File: config.mk
export PLATFORM = sky130hd
export DESIGN_NAME = p_pipe_chain
export DESIGN_NICKNAME = d
export VERILOG_FILES = /design/src/rtl/p_pipe_pkg.sv /design/src/rtl/p_pipe_stage.sv /design/src/rtl/p_pipe_chain.sv
export SDC_FILE = /design/constraint.sdc
export NUM_CORES = 1
export LEC_CHECK = 0
export ABC_AREA = 1
export ABC_CLOCK_PERIOD_IN_PS = 1900
export CAP_MARGIN = 25
export CORE_UTILIZATION = 45
export CTS_CLUSTER_DIAMETER = 100
export CTS_CLUSTER_SIZE = 16
export DETAILED_ROUTE_END_ITERATION = 16
export PLACE_DENSITY_LB_ADDON = 0.05
export REMOVE_ABC_BUFFERS = 1
export SETUP_SLACK_MARGIN = 0.2
export SLEW_MARGIN = 20
export SYNTH_ARGS = -nofsm -noshare
export SYNTH_HDL_FRONTEND = slang
export SYNTH_HIERARCHICAL = 1
export SYNTH_SLANG_ARGS = --single-unit
File: constraint.sdc
create_clock -name clk -period 1.9 [get_ports clk]
set_input_delay 0.285 -clock clk [delete_from_list [all_inputs] [get_ports clk]]
set_output_delay 0.285 -clock clk [all_outputs]
set_load 0.02 [all_outputs]
File: src/rtl/p_pipe_pkg.sv
// p_pipe shared definitions.
// Parameter defaults and occupancy width helper.
package p_pipe_pkg;

  localparam int WIDTH_DEF = 4;
  localparam int LANES_DEF = 1;
  localparam int DEPTH_DEF = 2;

  function automatic int occ_width(input int depth);
    return $clog2(2 * depth + 1);
  endfunction

endpackage

File: src/rtl/p_pipe_stage.sv
// One pipeline stage: main register plus skid register.
// Upstream ready is the registered "skid empty" flag.
module p_pipe_stage #(
  parameter int DW = 4
) (
  input  logic          clk,
  input  logic          rst,
  input  logic          flush,
  input  logic          up_valid,
  output logic          up_ready,
  input  logic [DW-1:0] up_data,
  output logic          dn_valid,
  input  logic          dn_ready,
  output logic [DW-1:0] dn_data
);

  logic          mv;
  logic          sv;
  logic [DW-1:0] md;
  logic [DW-1:0] sd;
  logic          take_in;
  logic          take_out;

  assign up_ready = ~sv;
  assign dn_valid = mv;
  assign dn_data  = md;
  assign take_in  = up_valid & ~sv;
  assign take_out = mv & dn_ready;

  // sv implies mv, and take_in implies ~sv, so the arms are disjoint
  always_ff @(posedge clk) begin
    if (rst || flush) begin
      mv <= 1'b0;
      sv <= 1'b0;
    end else begin
      unique case (1'b1)
        take_out && sv: begin
          md <= sd;
          sv <= 1'b0;
        end
        take_out && take_in: begin
          md <= up_data;
        end
        take_out && !sv && !take_in: begin
          mv <= 1'b0;
        end
        take_in && mv && !take_out: begin
          sd <= up_data;
          sv <= 1'b1;
        end
        take_in && !mv: begin
          md <= up_data;
          mv <= 1'b1;
        end
        default: ;
      endcase
    end
  end

endmodule

File: src/rtl/p_pipe_chain.sv
// Multi-lane valid/ready pipeline of DEPTH skid stages.
// Tracks words held in an occupancy counter.
module p_pipe_chain
  import p_pipe_pkg::*;
#(
  parameter int WIDTH = WIDTH_DEF,
  parameter int LANES = LANES_DEF,
  parameter int DEPTH = DEPTH_DEF
) (
  input  logic                         clk,
  input  logic                         rst,
  input  logic                         flush,
  input  logic                         in_valid,
  output logic                         in_ready,
  input  logic [LANES*WIDTH-1:0]       in_data,
  output logic                         out_valid,
  input  logic                         out_ready,
  output logic [LANES*WIDTH-1:0]       out_data,
  output logic [occ_width(DEPTH)-1:0]  occupancy
);

  localparam int DW = LANES * WIDTH;
  localparam int OW = occ_width(DEPTH);

  logic [DEPTH:0] v;
  logic [DEPTH:0] r;
  logic [DW-1:0]  d [DEPTH+1];
  logic           in_fire;
  logic           out_fire;

  assign v[0]     = in_valid;
  assign d[0]     = in_data;
  assign r[DEPTH] = out_ready;

  for (genvar i = 0; i < DEPTH; i++) begin : g_stage
    p_pipe_stage #(
      .DW(DW)
    ) u_stage (
      .clk      (clk),
      .rst      (rst),
      .flush    (flush),
      .up_valid (v[i]),
      .up_ready (r[i]),
      .up_data  (d[i]),
      .dn_valid (v[i+1]),
      .dn_ready (r[i+1]),
      .dn_data  (d[i+1])
    );
  end

  assign in_ready  = r[0] & ~rst;
  assign out_valid = v[DEPTH];
  assign out_data  = d[DEPTH];
  assign in_fire   = in_valid & in_ready;
  assign out_fire  = out_valid & out_ready;

  always_ff @(posedge clk) begin
    if (rst || flush) begin
      occupancy <= '0;
    end else begin
      unique case ({in_fire, out_fire})
        2'b10:   occupancy <= occupancy + OW'(1);
        2'b01:   occupancy <= occupancy - OW'(1);
        default: ;
      endcase
    end
  end

endmodule

Yosys cells after proc, flatten, opt, wreduce, memory -nomap -nowiden --
Cells that the tools add are included.
Word-level totals: register bits after elaboration 23
Operators by class: bitwise gates (word level) 9, equal/unequal tests 2, reductions and logical operators 35, add/sub/neg operators 2, mux-type cells 7
Operator list (number):
- $pmux 4 s2 | 2
- $logic_and 1x1->1 | 14
- $reduce_bool 2->1 | 7
- $pmux 1 s2 | 4
- $reduce_and 2->1 | 4
- $logic_not 1->1 | 7
- $pmux 3 s2 | 1
- $and 1x1->1 | 5
- $not 1->1 | 4
- $reduce_or 2->1 | 2
- $add 3x1->3 const B | 1
- $sub 3x1->3 const B | 1
- $eq 2x1->1 const B | 1
- $eq 2x2->1 const B | 1
- $logic_or 1x1->1 | 1

Depth between registers and ports, before layout --
depth after elaboration 6, depth in mapped cells 11, mapped depth without buffers 11

Modules after synthesis --
The synthesis kept the hierarchy.
Modules (own cells, without submodules):
- p_pipe_stage | area each 452.9 um2, cells an instance 44, sequential area each 280.3 um2, times used 2
- p_pipe_chain | area each 191.4 um2, cells an instance 28, sequential area each 60.1 um2, times used 1

Worst setup path after synthesis --
OpenSTA, ideal clock, no wires.
path type reg-to-reg, start reg g_stage[0].u_stage.sv, end reg occupancy[2], clock period less this slack 1.876 ns, setup slack 0.024 ns, arrival time 1.812 ns, buffers on the path 0, setup time 0.064 ns, required time 1.836 ns, cell stages (with the launch flop) 12, cell sequence dfxtp_1 > inv_2 > inv_1 > nor2_1 > nand2_1 > ha_1 > fa_1 > nand2_2 > nand2_1 > nor2_1 > nor2_1 > nor2_1
On the way: longest elaborated chain between the ends 5, elaborated cells on any way between the ends 7, classes of those cells eq/ne (2); mux (1); bitwise (3); reduce/logical (1)
RTL lines:
- start: declaration | RTL line p_pipe_stage.sv:18 | logic sv;
- start signal: assignment | RTL line p_pipe_stage.sv:34 | sv <= 1'b0;
- start signal: assignment | RTL line p_pipe_stage.sv:39 | sv <= 1'b0;
- start signal: assignment | RTL line p_pipe_stage.sv:49 | sv <= 1'b1;
- $not 1->1 (*) | RTL line p_pipe_stage.sv:24 | assign up_ready = ~sv;
- net r[0] | RTL line p_pipe_chain.sv:26 | logic [DEPTH:0] r;
- $and 1x1->1 (*) | RTL line p_pipe_chain.sv:51 | assign in_ready = r[0] & ~rst;
- net in_ready | RTL line p_pipe_chain.sv:14 | output logic in_ready,
- $and 1x1->1 (*) | RTL line p_pipe_chain.sv:54 | assign in_fire = in_valid & in_ready;
- $eq 2x1->1 / $eq 2x2->1 (equally long branches) | RTL line p_pipe_chain.sv:61 | unique case ({in_fire, out_fire})
- $pmux 3 s2 / $reduce_bool 2->1 (equally long branches)
- end signal: assignment | RTL line p_pipe_chain.sv:62 | 2'b10: occupancy <= occupancy + OW'(1);
- end signal: assignment | RTL line p_pipe_chain.sv:63 | 2'b01: occupancy <= occupancy - OW'(1);
- end: declaration | RTL line p_pipe_chain.sv:19 | output logic [occ_width(DEPTH)-1:0] occupancy
The timed path passes the listed nets; every way through them passes the cells marked *. A chain may end at the register's enable or synchronous reset.

Worst setup path in the final report --
start reg occupancy[1], end out occupancy[1]
No word-level cell between the ends.

==> key figures <==
Run status
  • Outcome: complete, no violations

Die
  • Starting Density: 48.67%
  • Boundary Pins: 18
  • Die X: 51.38 µm
  • Die Ht: 51.38 µm
  • Core area: 2255 µm²
  • Die Area: 2640 µm²
  • Row Count: 17

Final layout
  • Area growth, synth to finish: 28.05%
  • Final nets: 155
  • Fill count: 220
  • Final Non-Filler Cells: 171
  • Post-route cell area: 1405 µm²
  • Layout cells sized above 1: 27.97%
  • Number of antenna cells inserted: 0

Timing
  • Final setup TNS: 0 ns
  • Hold Vio Cnt, Final: 0
  • Slew HR: 78.35%
  • Slew @ Worst Pin: 0.3235 ns
  • Worst setup margin: 0.2782 ns
  • Clock skew: 0.01089 ns
  • Worst hold slack: 0.4564 ns
  • Min cycle time layout: 1.622 ns
  • Count of final setup violators: 0
  • Post-route clock period utilization: 85.36%
  • RSZ-0062 raised after global routing: false
  • Peak Freq: 616.6 MHz
  • Final Slew Violations: 0

GRT
  • Initial antenna violation count: 0
  • Vias in the first global route: 719
  • Total congestion overflow: 0
  • Largest net degree at the start of global routing: 14
  • GRT Total Usage: 14.79%
  • First-pass GRT wire length: 2.842 mm

Hold path
  • Hold Crit Start: g_stage[0].u_stage/dn_data[0]
  • Hold Path Class: reg -> reg

Synth
  • Yosys cell types: 17
  • Adder-Cell Fraction of Synth Area: 2.965%
  • Avg Inst Size Synth: 9.459 µm²
  • Async set or reset register ratio after synthesis: 0%
  • Post-synthesis mux area share: 0%
  • Post-synth EDFFs: 16
  • Largest family of logic cells by synthesized area: simple AND/OR/NAND/NOR gates
  • Top_reg_cell synth: edfxtp_1
  • Cell Area, Synth: 1097 µm²
  • Top post-synthesis cells by count: nand2_1, edfxtp_1, nor2_1, inv_1, nand3_1
  • Area contributors post-synth: edfxtp_1, dfxtp_1, nand2_1, nor2_4, nor2_1
  • XOR/XNOR Fraction of Synth Area: 0.7982%
  • Post-Synthesis Cells: 116
  • Synth Area in Simple Gates: 30.90%
  • Post-synthesis compound-gate area fraction: 3.649%
  • Synth top area share: 43.79%
  • Seq/Total Area, Yosys: 56.56%
  • #FFs+latches synth: 23
  • Synth warn: 6
  • Post-synth top area cell: edfxtp_1
  • Most frequent cell after synthesis: nand2_1

Power
  • P per Cell Area: 612.2 nW/µm²
  • Worst VDD drop: 0.0005666 V
  • P_leak: 0.5790 nW

CTS
  • CTS sink cnt: 23
  • Clk root buf: clkbuf_4
  • Clk_lat worst skew: 0.31 ns
  • Maximum clock path buffer count: 2
  • Clock Pin Slew Worst Setup and Hold Paths: 0.13 ns
  • CTS tree: done
  • CTS buffer count: 3
  • H-tree depth: 1

Drt
  • Final wirelength: 1.653 mm
  • DRT Pass-1 Iters: 4
  • Vias: 800
  • Detail Route Antenna Nets: 0
  • Routed vias/inst: 4.678
  • DR DRC count: 0
  • Drt wl/cell: 9.667 µm
  • Drt first-iter violations: 15

Place
  • Buffers on Ports: 17
  • Post-place setup slack: -0.07314 ns
  • Cell Area, Placed: 1340 µm²
  • Dpl hpwl: 1.255 mm
  • RD Place Congestion: 0.7320
  • Dpl cells: 166

Setup path
  • Cells on worst reg2reg path: 11
  • End of the critical path: occupancy[1]
  • Worst EP required: 1.62 ns
  • Critical Path AT: 1.34 ns
  • Crit path depth: 1
  • CP max FO: 3
  • Worst reg-to-reg setup slack: 0.30 ns
  • Worst path slowest cell: clkdlybuf4s50_1
  • Launching point of the worst reg2reg path: g_stage[0].u_stage/sv
  • Critical Path Start Type: register
  • CP max stage delay: 0.62 ns
  • Critical Path Start: occupancy[1]
  • Worst path cell trace: clkdlybuf4s50_1
  • Setup CP Type: reg -> out
  • Crit path max-delay family: buffers and inverters
  • Crit path capture type: output port
  • Critical path buffers and inverters: 1
  • RR Endpoint: occupancy[2]

Job
  • Maxcap violations: 0
## how the worst min path moves through the flow
stage	end	slack, ns	cells after the start
detailed placement	g_stage[1].u_stage/sd[2]	0.44	0
global route	g_stage[1].u_stage/sd[0]	0.48	0
finish	g_stage[1].u_stage/sd[0]	0.46	0
floorplan	occupancy[0]	0.36	1
global placement	g_stage[1].u_stage/sd[0]	0.43	0
CTS	g_stage[1].u_stage/sd[0]	0.46	0
## logic make-up after synthesis
| kind of cell | Yosys count |
|---|---|
| buffers and inverters | 15 |
| adder cells (fa/ha/maj) | 2 |
| XOR/XNOR | 1 |
| AO/OA/AOI/OAI | 5 |
| AND/OR/NAND/NOR | 70 |
| flip-flops | 23 |
## metrics by stage
stage | util (%) | power (mW)
final | 62.32 | 0.8601
after global routing | 62.32 | 0.9014
after CTS | 60.65 | 0.8722
after detailed placement | 59.43 | 0.6485
after global placement | 59.43 | 0.6459
after floorplan | - | 0.6024
## placed cells by master, fill, tap and decap left out
cell type / instances
ha_4: 1
o21ai_2: 2
dfxtp_2: 1
nand3_1: 8
dfxtp_4: 1
inv_1: 8
nor3_1: 1
inv_2: 7
nand4_1: 1
clkbuf_4: 3
clkinv_2: 1
dfxtp_1: 5
o21ai_0: 1
nand2_1: 34
nor2_1: 11
dlygate4sd2_1: 2
dlymetal6s2s_1: 1
a21oi_2: 2
xor2_1: 1
buf_4: 6
fa_2: 1
nor2_4: 7
edfxtp_1: 16
clkdlybuf4s50_1: 14
nand2_2: 8
## per-layer routing
metal | track usage (%) | wire length, µm | share of wire (%) | vias to the layer above
met4 | 6.757 | 15 | 0.91 | 0
met5 | 0 | 0 | 0 | -
met2 | 23.81 | 793 | 48 | 18
met3 | 3.571 | 73 | 4.4 | 2
met1 | 18.60 | 770 | 47 | 351
li1 | - | - | - | 429
## state kept, by name (all words and copies together), names as in the netlist
name	cells
g_stage.u_stage/dn_data	8
g_stage.u_stage/sd	8
occupancy	3
g_stage.u_stage/dn_valid	2
g_stage.u_stage/sv	2
## layout make-up
cell class	instances	area (µm²)	area share [%]
sequential	23	625.6	44.52
multi-input combinational	78	445.4	31.70
timing repair buffer	23	215.2	15.32
inverter	15	56.30	4.007
tap	28	35.03	2.493
clock buffer	3	22.52	1.603
clock inverter	1	5.005	0.3562
## power by group
part           leakage, nW  switching, mW  internal [mW]
clock network       0.0177          0.144         0.0785
registers            0.203        0.00565          0.539
logic                0.358         0.0486         0.0440
total                0.579          0.198          0.662
## what timing repair did
item | 4_1_cts | 5_1_grt
pin swaps | 0 | 6
setup buffers | 0 | 1
hold endpoints to repair | 0 | 0
cloned | 0 | 0
endpoints found under the setup margin | 3 | 4
hold buffers | 0 | 0
resized for setup | 3 | 11
(Power assumes the default switching activity.)
